**config.mk**
```make
export PLATFORM = sky130hd
export DESIGN_NAME = pql_train_ctrl
export DESIGN_NICKNAME = d
export VERILOG_FILES = /design/src/rtl/pql_pkg.sv /design/src/rtl/pql_conv_detect.sv /design/src/rtl/pql_train_ctrl.sv
export SDC_FILE = /design/constraint.sdc
export NUM_CORES = 1
export LEC_CHECK = 0
export ABC_AREA = 0
export BUFFER_PORTS_ARGS = -buffer_cell sky130_fd_sc_hd__buf_2
export CORE_ASPECT_RATIO = 0.8
export CORE_UTILIZATION = 53
export CTS_CLUSTER_SIZE = 14
export DETAILED_ROUTE_END_ITERATION = 10
export PLACE_DENSITY = 0.81
export SYNTH_ARGS = -nofsm -noshare
export SYNTH_HDL_FRONTEND = slang
export SYNTH_SLANG_ARGS = --single-unit
```
**constraint.sdc**
```tcl
create_clock -name CLK -period 3.6 [get_ports CLK]
set_input_delay 0.72 -clock CLK [delete_from_list [all_inputs] [get_ports CLK]]
set_output_delay 0.72 -clock CLK [all_outputs]
set_load 0.01 [all_outputs]
```
**src/rtl/pql_pkg.sv**
```systemverilog
// Shared types and constants for the PQL training sequencer.
// Early stop is built only when PQL_EARLY_STOP_EN is defined.
package pql_pkg;

  typedef enum logic [2:0] {
    IDLE,
    CLEAR,
    RUN,
    EP_END,
    DONE
  } pql_state_e;

  localparam int CLEAR_CYCLES = 2;
  localparam int PQL_DATA_W   = 24;

endpackage

```
**src/rtl/pql_conv_detect.sv**
```systemverilog
// Counts consecutive sub-threshold Q deltas, saturating at STABLE_N.
// Used by pql_train_ctrl only when PQL_EARLY_STOP_EN is defined.
module pql_conv_detect
  import pql_pkg::*;
#(
  parameter int DATA_W   = PQL_DATA_W,
  parameter int STABLE_N = 8
) (
  input  logic              clk,
  input  logic              rst,
  input  logic              clr,
  input  logic              en,
  input  logic [DATA_W-1:0] q_delta,
  input  logic [DATA_W-1:0] thresh,
  output logic              hit
);

  localparam int CW = $clog2(STABLE_N + 1);

  logic [CW-1:0] cnt_q, cnt_d;

  // Equality with the threshold breaks the streak.
  always_comb begin
    cnt_d = cnt_q;
    if (clr) begin
      cnt_d = '0;
    end else if (en) begin
      if (q_delta >= thresh) begin
        cnt_d = '0;
      end else if (cnt_q != CW'(STABLE_N)) begin
        cnt_d = cnt_q + CW'(1);
      end
    end
  end

  always_ff @(posedge clk) begin
    if (rst) begin
      cnt_q <= '0;
    end else begin
      cnt_q <= cnt_d;
    end
  end

  assign hit = (cnt_q == CW'(STABLE_N));

endmodule

```
**src/rtl/pql_train_ctrl.sv**
```systemverilog
// Training sequencer: clears Q-tables, gates update enables per episode.
// Define PQL_EARLY_STOP_EN to build the convergence early-stop logic.
module pql_train_ctrl
  import pql_pkg::*;
#(
  parameter int ITER_W   = 16,
  parameter int EP_W     = 12,
  parameter int DATA_W   = PQL_DATA_W,
  parameter int STABLE_N = 8
) (
  input  logic              CLK,
  input  logic              RST,
  input  logic              start,
  input  logic              abort,
  input  logic [ITER_W-1:0] iters_per_ep,
  input  logic [EP_W-1:0]   num_episodes,
  input  logic [DATA_W-1:0] eps_thresh,
  input  logic [DATA_W-1:0] q_delta,
  input  logic              q_delta_vld,
  output logic              dp_rst,
  output logic              dp_en,
  output logic              busy,
  output logic              done,
  output logic              converged,
  output logic              aborted,
  output logic [EP_W-1:0]   ep_cnt,
  output logic [ITER_W-1:0] iter_cnt
);

  localparam int CLR_W = $clog2(CLEAR_CYCLES + 1);

  pql_state_e        state_q, state_d;
  logic [CLR_W-1:0]  clr_cnt_q, clr_cnt_d;
  logic [ITER_W-1:0] iters_q, iters_d;
  logic [EP_W-1:0]   neps_q, neps_d;
  logic [ITER_W-1:0] iter_q, iter_d;
  logic [EP_W-1:0]   ep_q, ep_d;
  logic              abt_q, abt_d;
  logic              dp_rst_q, dp_rst_d;
  logic              dp_en_q, dp_en_d;
  logic              busy_q, busy_d;
  logic              done_q, done_d;
  logic              new_run;
  logic              conv_hit;

  always_comb begin
    state_d   = state_q;
    clr_cnt_d = clr_cnt_q;
    iters_d   = iters_q;
    neps_d    = neps_q;
    iter_d    = iter_q;
    ep_d      = ep_q;
    abt_d     = abt_q;
    new_run   = 1'b0;
    unique case (state_q)
      IDLE, DONE: begin
        if (start) begin
          new_run = 1'b1;
          ep_d    = '0;
          iter_d  = '0;
          abt_d   = 1'b0;
          if (iters_per_ep == '0 || num_episodes == '0) begin
            state_d = DONE;
          end else begin
            state_d   = CLEAR;
            clr_cnt_d = '0;
            iters_d   = iters_per_ep;
            neps_d    = num_episodes;
          end
        end
      end
      CLEAR: begin
        if (abort) begin
          state_d = DONE;
          abt_d   = 1'b1;
        end else if (clr_cnt_q == CLR_W'(CLEAR_CYCLES - 1)) begin
          state_d = RUN;
        end else begin
          clr_cnt_d = clr_cnt_q + CLR_W'(1);
        end
      end
      RUN: begin
        if (abort) begin
          state_d = DONE;
          abt_d   = 1'b1;
        end else if (iter_q == iters_q - ITER_W'(1)) begin
          state_d = EP_END;
        end else begin
          iter_d = iter_q + ITER_W'(1);
        end
      end
      EP_END: begin
        if (abort) begin
          state_d = DONE;
          abt_d   = 1'b1;
        end else if (ep_q == neps_q - EP_W'(1) || conv_hit) begin
          state_d = DONE;
        end else begin
          state_d = RUN;
          ep_d    = ep_q + EP_W'(1);
          iter_d  = '0;
        end
      end
      default: state_d = IDLE;
    endcase
    // Outputs decode the next state so they are registered alongside it.
    dp_rst_d = (state_d == CLEAR);
    dp_en_d  = (state_d == RUN);
    busy_d   = (state_d == CLEAR) || (state_d == RUN)
            || (state_d == EP_END);
    done_d   = (state_d == DONE);
  end

  always_ff @(posedge CLK) begin
    if (RST) begin
      state_q   <= IDLE;
      clr_cnt_q <= '0;
      iters_q   <= '0;
      neps_q    <= '0;
      iter_q    <= '0;
      ep_q      <= '0;
      abt_q     <= 1'b0;
      dp_rst_q  <= 1'b0;
      dp_en_q   <= 1'b0;
      busy_q    <= 1'b0;
      done_q    <= 1'b0;
    end else begin
      state_q   <= state_d;
      clr_cnt_q <= clr_cnt_d;
      iters_q   <= iters_d;
      neps_q    <= neps_d;
      iter_q    <= iter_d;
      ep_q      <= ep_d;
      abt_q     <= abt_d;
      dp_rst_q  <= dp_rst_d;
      dp_en_q   <= dp_en_d;
      busy_q    <= busy_d;
      done_q    <= done_d;
    end
  end

`ifdef PQL_EARLY_STOP_EN
  logic              conv_q, conv_d;
  logic [DATA_W-1:0] thresh_q, thresh_d;

  always_comb begin
    conv_d   = conv_q;
    thresh_d = thresh_q;
    if (new_run) begin
      conv_d   = 1'b0;
      thresh_d = eps_thresh;
    end else if (state_q == EP_END && !abort && conv_hit) begin
      conv_d = 1'b1;
    end
  end

  always_ff @(posedge CLK) begin
    if (RST) begin
      conv_q   <= 1'b0;
      thresh_q <= '0;
    end else begin
      conv_q   <= conv_d;
      thresh_q <= thresh_d;
    end
  end

  pql_conv_detect #(
    .DATA_W   (DATA_W),
    .STABLE_N (STABLE_N)
  ) u_conv (
    .clk     (CLK),
    .rst     (RST),
    .clr     (state_q == CLEAR),
    .en      (dp_en_q & q_delta_vld),
    .q_delta (q_delta),
    .thresh  (thresh_q),
    .hit     (conv_hit)
  );

  assign converged = conv_q;
`else
  logic unused_in;

  assign conv_hit  = 1'b0;
  assign converged = 1'b0;
  assign unused_in = ^{eps_thresh, q_delta, q_delta_vld, new_run}
                   ^ (STABLE_N == 0);
`endif

  assign dp_rst   = dp_rst_q;
  assign dp_en    = dp_en_q;
  assign busy     = busy_q;
  assign done     = done_q;
  assign aborted  = abt_q;
  assign ep_cnt   = ep_q;
  assign iter_cnt = iter_q;

endmodule

```
==> results.py, run 1 <==
metrics = {
    "hold_path": {
        "hold_class": "flop to flop",
        "hold-path-cell-count": 2,
        "hold_start": "aborted",
        "min_to": "aborted",
    },
    "synthesis": {
        "yosysWarnings": 0,
        "yosysUniqueCellTypes": 65,
        "synthCells": 490,
        "synth_nets": 576,
        "yosysTopAreaCell": "dfxtp_1",
        "async_reset_ff_share_pct": 0,
        "synth_area_mm2": 0.00405,
        "synth_flop_cell": "dfxtp_1",
        "synth-seq-area-share_pct": 32.7,
        "synth_common_cells": "nor2_1 (70), dfxtp_1 (66), mux2i_1 (34)",
        "synth_top_area_share_pct": 32.7,
        "ys_top_cells_by_area": "dfxtp_1 (33%), mux2i_1 (8.4%), nor2_1 (6.5%)",
        "synth-seq-cells": 66,
        "synth-edff-count": 0,
        "yosysMostFrequentCell": "nor2_1",
        "avgSynthCellArea_um2": 8.26,
    },
    "critical_path": {
        "rrSetupSlack_ns": 0.45,
        "endpoint_kind": "flop",
        "rr_endpoint": "iter_cnt[13]",
        "reg2reg_depth": 10,
        "crit_type": "flop to flop",
        "reg2reg_from": "neps_q[0]",
        "cp-start-kind": "flop",
        "cp.required_ns": 3.86,
        "crit_fanout": 14,
        "worstPathArrival_ns": 3.42,
    },
    "power_and_ir_drop": {
        "seq_power_share_pct": 45.4,
        "internal_power_uw": 1260,
        "power.total_uw": 1750,
        "clkPwrFrac_pct": 36.9,
        "p_sw_share_pct": 28.2,
        "leakagePower_uw": 0.00191,
        "power_frac_comb_pct": 17.6,
        "power.density_mw_per_mm2": 381,
        "power_switching_uw": 494,
        "ir_drop_mv": 0.254,
    },
    "sta": {
        "hold_viol": 0,
        "worst_pin_slew_ns": 0.764,
        "slew_violations": 0,
        "fin_setup_tns_ns": 0,
        "fin_skew_ns": 0.00921,
        "period_needed_ns": 3.15,
        "max_slew_margin_pct": 49.1,
        "rsz0062_at_grt": "false",
        "setup_viol": 0,
        "fin_crit_sh_pct": 87.6,
        "fmaxAchievable_mhz": 317,
        "fin_ws_ns": 0.447,
    },
    "die": {
        "die_area_mm2": 0.00799,
        "io-pin-count": 115,
        "core_region_area_mm2": 0.00739,
        "initial_core_util_pct": 54.7,
        "die_x_um": 99.7,
        "die_h_um": 80.2,
        "num_rows": 28,
    },
    "routing": {
        "drt_iter0_drc": 209,
        "drc": 0,
        "ant_nets": 0,
        "wl_mm": 10.3,
        "via_per_inst": 5.96,
        "first_pass_iters": 5,
        "vias": 3893,
        "wl_per_cell_um": 15.7,
    },
    "place": {
        "placed_area_mm2": 0.00440,
        "numPortBuffers": 64,
        "place_worst_setup_slack_ns": 0.557,
        "dpl.cell_count": 638,
        "dp_hpwl_mm": 7.67,
        "gp_congestion": 0.907,
    },
    "clock_network": {
        "h-tree-depth": 3,
        "cts_hold_buf": 0,
        "cts_setup_buffers": 0,
        "cts_sinks": 66,
        "cts_resized": 0,
        "clock_path_buffers": 2,
        "worstSkewPairLatency_ns": 0.35,
        "cts_buffers": 9,
        "cts.clk_slew.worst_paths_ns": 0.08,
        "cts_tree": "yes",
        "root_buffer": "clkbuf_8",
    },
    "global_routing": {
        "antenna_found_initial": 0,
        "gr-total-overflow": 0,
        "grt_pass1_wl_mm": 16.2,
        "first_global_vias": 3402,
        "track_usage_pct": 25.8,
        "grt_max_degree": 45,
    },
    "layout": {
        "fin_area_mm2": 0.00461,
        "area_growth_syn_to_layout_pct": 13.9,
        "finalNonFillerCells": 653,
        "antenna_cells": 0,
        "register_area_mm2": 0.00132,
        "multi_input_area_mm2": 0.00257,
        "final_nets": 630,
        "drive_above_1_share_pct": 17.2,
        "fillCellCount": 638,
    },
    "run": {
        "cap_violations": 0,
    },
    "outcome": {
        "outcome": "completed",
    },
}
==> layer usage <==
| layer | GRT usage (%) | up-vias | routed length (um) |
|---|---|---|---|
| li1 | - | 1876 | - |
| met1 | 34.3 | 1854 | 4680 |
| met2 | 41.5 | 148 | 4720 |
| met3 | 5.31 | 15 | 691 |
| met4 | 8.97 | 0 | 169 |
| met5 | 0 | - | 0 |
==> worst max-delay path: stages (launching register included) <==
cell	delay, ns
dfxtp_1	0.43
inv_1	0.07
ha_1	0.31
nor2b_1	0.20
and3_1	0.16
o2111a_1	0.24
a211o_1	0.35
a41oi_4	0.40
nand2_4	0.17
or4_1	0.56
a21oi_1	0.17
==> worst max path at each step <==
stage | startpoint | endpoint | cells after the start
global placement | neps_q[0] | iter_cnt[13] | 10
global route | neps_q[0] | iter_cnt[9] | 10
finish | neps_q[0] | iter_cnt[13] | 10
floorplan | neps_q[0] | iter_cnt[13] | 11
detailed placement | neps_q[0] | iter_cnt[13] | 10
CTS | neps_q[0] | iter_cnt[13] | 10
==> flip-flops by register name, summed over array words and instances (netlist names) <==
signal / cells
iter_cnt: 16
iters_q: 16
ep_cnt: 12
neps_q: 12
state_q: 3
clr_cnt_q: 2
aborted: 1
busy: 1
done: 1
dp_en: 1
dp_rst: 1
==> final cells by class <==
| cell class | count | share of cell area (%) |
|---|---|---|
| Multi-Input combinational cell | 387 | 55.7 |
| Timing Repair Buffer | 65 | 7.11 |
| Clock buffer | 13 | 3.67 |
| Tap cell | 105 | 2.85 |
| Sequential cell | 66 | 28.7 |
| Clock inverter | 2 | 0.760 |
| Inverter | 15 | 1.22 |
==> layout by cell type, fill, tap and decap left out, types with 3 or more instances in the layout <==
cell type,instances
o21ai_0,15
nand2b_1,3
o31ai_1,3
and2_1,6
mux2i_1,34
nand3_1,17
nand2_1,28
a21oi_1,22
dfxtp_1,66
buf_2,64
nor2_1,70
inv_1,15
nand4_1,13
xnor2_1,22
o211ai_1,3
a31oi_1,8
nand3b_1,5
or4_1,9
nor3_1,9
nor4_1,11
nor4_2,3
nor2b_1,13
and3_1,7
a211o_1,3
clkbuf_8,12
xor2_1,14
or3_1,17
ha_1,5
==> power by group through the flow <==
stage          Combinational, uW  Clock, uW  Sequential, uW
6_report                     310        648             797
5_1_grt                      341        682             801
4_1_cts                      307        657             796
3_5_place_dp                 305          0             812
3_3_place_gp                 291          0             810
2_1_floorplan                249          0             794
==> through the flow <==
step | hold slack, ns | util (%)
finish | 0.480 | 62.3
CTS | 0.480 | 62.3
global route | 0.526 | 62.3
detailed placement | 0.461 | 59.6
global placement | 0.450 | 59.6
floorplan | 0.464 | -
==> logic make-up (layout without fill, tap and decap cells) <==
| kind of cell | after synthesis | count (layout) | synth area share, % |
|---|---|---|---|
| flip-flops | 66 | 66 | 32.7 |
| adder cells (fa/ha/maj) | 5 | 5 | 1.55 |
| multiplexers | 35 | 35 | 8.69 |
| XOR/XNOR | 36 | 36 | 7.79 |
| other | 1 | 1 | 0.0927 |
| AO/OA/AOI/OAI | 77 | 77 | 13.0 |
| AND/OR/NAND/NOR | 233 | 233 | 32.2 |
| buffers and inverters | 37 | 95 | 4.02 |
Power figures use the tool's default switching activity.
==> run 2: changes to the inputs <==
--- a/config.mk
+++ b/config.mk
@@ -7,7 +7,7 @@
 export LEC_CHECK = 0
 export ABC_AREA = 0
 export BUFFER_PORTS_ARGS = -buffer_cell sky130_fd_sc_hd__buf_2
-export CORE_ASPECT_RATIO = 0.8
+export CORE_ASPECT_RATIO = 1.1
 export CORE_UTILIZATION = 53
 export CTS_CLUSTER_SIZE = 14
 export DETAILED_ROUTE_END_ITERATION = 10
==> run 2 against run 1 <==
  * Clock skew grew 0.0015 ns
  * Highest routed layer unchanged
  * Register-to-register slack worse by 0.02 ns
  * Worst hold slack got worse by 0.0074 ns
  * Fmax down 0.54%
  * Critical endpoint unchanged
  * Die area about the same
  * Non-clock buffer count unchanged
  * Sequential power is essentially flat
  * Via count increased by 0.15%
  * Cell area shrank 0.33%
==> results.py, run 2 (synthesized netlist as in run 1, its figures left out) <==
metrics = {
    "routing": {
        "wl_mm": 10.1,
        "top_layer": "met4",
        "via_per_inst": 6.13,
        "met1_length_mm": 4.17,
        "wl_met2_mm": 5.16,
        "drc": 0,
        "met3_length_um": 574,
        "wl_per_cell_um": 15.9,
        "first_pass_iters": 4,
        "vias": 3899,
        "ant_nets": 0,
        "drt_iter0_drc": 165,
    },
    "clock_network": {
        "cts_tree": "yes",
        "cts_sinks": 66,
        "cts_hold_buf": 0,
        "cts_resized": 0,
        "cts_setup_buffers": 0,
        "h-tree-depth": 3,
        "worstSkewPairLatency_ns": 0.35,
        "clock_path_buffers": 2,
        "cts.clk_slew.worst_paths_ns": 0.08,
        "root_buffer": "clkbuf_8",
        "cts_buffers": 9,
    },
    "critical_path": {
        "rr_endpoint": "iter_cnt[13]",
        "endpoint_kind": "flop",
        "path_cells": "inv_1 > ha_1 > o21bai_1 > a21oi_1 > a31oi_1 > o311ai_1 > and4_1 > or2_1 > nand2_1 > a21oi_1",
        "rrSetupSlack_ns": 0.43,
        "slowest_stage": "o311ai_1",
        "path_common_cell": "a21oi_1",
        "reg2reg_from": "neps_q[0]",
        "crit_type": "flop to flop",
        "critPathBufInv": 1,
        "critical_path.max_stage_delay_ns": 0.60,
        "crit_fanout": 14,
        "cp.required_ns": 3.87,
        "reg2reg_depth": 10,
        "worstPathArrival_ns": 3.44,
        "cp-start-kind": "flop",
        "crit_family": "compound AO/OA/AOI/OAI gates",
    },
    "place": {
        "placed_area_mm2": 0.00438,
        "gp_congestion": 0.869,
        "numPortBuffers": 64,
        "dp_hpwl_mm": 7.51,
    },
    "global_routing": {
        "track_usage_pct": 26.4,
        "first_global_vias": 3666,
        "gr-total-overflow": 0,
        "antenna_found_initial": 0,
        "grt_pass1_wl_mm": 16.7,
        "grt_max_degree": 45,
    },
    "power_and_ir_drop": {
        "leakagePower_uw": 0.00191,
        "internal_power_uw": 1250,
        "seq_power_share_pct": 45.0,
        "power_frac_comb_pct": 17.4,
        "power.density_mw_per_mm2": 385,
        "power_switching_uw": 518,
        "p_sw_share_pct": 29.3,
        "clkPwrFrac_pct": 37.6,
        "ir_drop_mv": 0.250,
    },
    "hold_path": {
        "hold_class": "flop to flop",
        "min_to": "aborted",
        "hold_start": "aborted",
        "hold-path-cell-count": 2,
    },
    "die": {
        "die_x_um": 85.3,
        "io-pin-count": 115,
        "die_area_mm2": 0.00799,
        "core_region_area_mm2": 0.00743,
        "num_rows": 33,
        "die_h_um": 93.6,
        "initial_core_util_pct": 54.4,
    },
    "sta": {
        "slew_violations": 0,
        "period_needed_ns": 3.17,
        "hold_viol": 0,
        "fin_crit_sh_pct": 88.1,
        "hold_slack_ns": 0.472,
        "max_slew_margin_pct": 48.4,
        "fmaxAchievable_mhz": 315,
        "rsz0062_at_grt": "false",
        "setup_viol": 0,
        "fin_skew_ns": 0.0107,
        "worst_pin_slew_ns": 0.774,
        "fin_setup_tns_ns": 0,
    },
    "layout": {
        "fillCellCount": 674,
        "layout.cells.most_common": "nor2_1",
        "drive_above_1_share_pct": 17.5,
        "fin_area_mm2": 0.00459,
        "area_growth_syn_to_layout_pct": 13.5,
        "antenna_cells": 0,
        "layout_common_cells": "nor2_1 (70), dfxtp_1 (66), buf_2 (64), mux2i_1 (34), nand2_1 (28)",
        "final_nets": 630,
    },
    "outcome": {
        "outcome": "completed",
    },
    "run": {
        "cap_violations": 0,
    },
}
[run 2: cell types whose count changed in the layout (fill, tap and decap cells not counted)]
cell and change:
clkbuf_8 -1, clkbuf_1 -1, clkinvlp_4 +1, inv_6 +2
[run 2: layout make-up]
cell class                 instances  area, um2  area share (%)
clock buffer                      11        151            3.30
clock inverter                     5       60.1            1.31
inverter                          15       56.3            1.23
multi-input combinational        387       2570            55.9
sequential                        66       1320            28.8
tap                               87        109            2.37
timing repair buffer              65        328            7.14
[run 2: through the flow]
step | total power, uW | setup WS, ns | instances | util, %
after CTS | 1780 | 0.489 | 636 | 61.8
after detailed placement | 1110 | 0.506 | 620 | 59.0
after floorplan | 1040 | 0.904 | 490 | -
final | 1770 | 0.430 | 636 | 61.8
after global placement | 1100 | 0.592 | 620 | 59.0
after global routing | 1850 | 0.0806 | 636 | 61.8
[run 2: power by group through the flow]
| stage | clock, uW | combinational (uW) | sequential (uW) |
|---|---|---|---|
| global placement | 0 | 290 | 810 |
| global route | 713 | 339 | 800 |
| finish | 664 | 307 | 796 |
| detailed placement | 0 | 302 | 812 |
| floorplan | 0 | 249 | 794 |
| CTS | 678 | 304 | 795 |
[run 2: how the worst max path moves through the flow]
| stage | from | endpoint | slack [ns] | cells past startpoint |
|---|---|---|---|---|
| floorplan | neps_q[0] | iter_cnt[13] | 0.90 | 11 |
| global placement | neps_q[0] | iter_cnt[13] | 0.59 | 10 |
| CTS | neps_q[0] | iter_cnt[13] | 0.49 | 10 |
| finish | neps_q[0] | iter_cnt[13] | 0.43 | 10 |
| detailed placement | neps_q[0] | iter_cnt[6] | 0.51 | 10 |
| global route | neps_q[0] | iter_cnt[9] | 0.08 | 10 |
[run 2: routing by layer]
layer | vias to the layer above | global-route usage (%)
met3 | 25 | 5.30
li1 | 1882 | -
met1 | 1847 | 30.2
met5 | - | 0
met4 | 0 | 11.4
met2 | 145 | 47.4
[run 2: worst reg2reg max path: cells and delay by family, from the launching register on]
| family | cells | cell delay [ns] |
|---|---|---|
| AO/OA/AOI/OAI | 5 | 1.30 |
| AND/OR/NAND/NOR | 3 | 0.95 |
| flip-flops | 1 | 0.45 |
| adder cells (fa/ha/maj) | 1 | 0.31 |
| buffers and inverters | 1 | 0.07 |
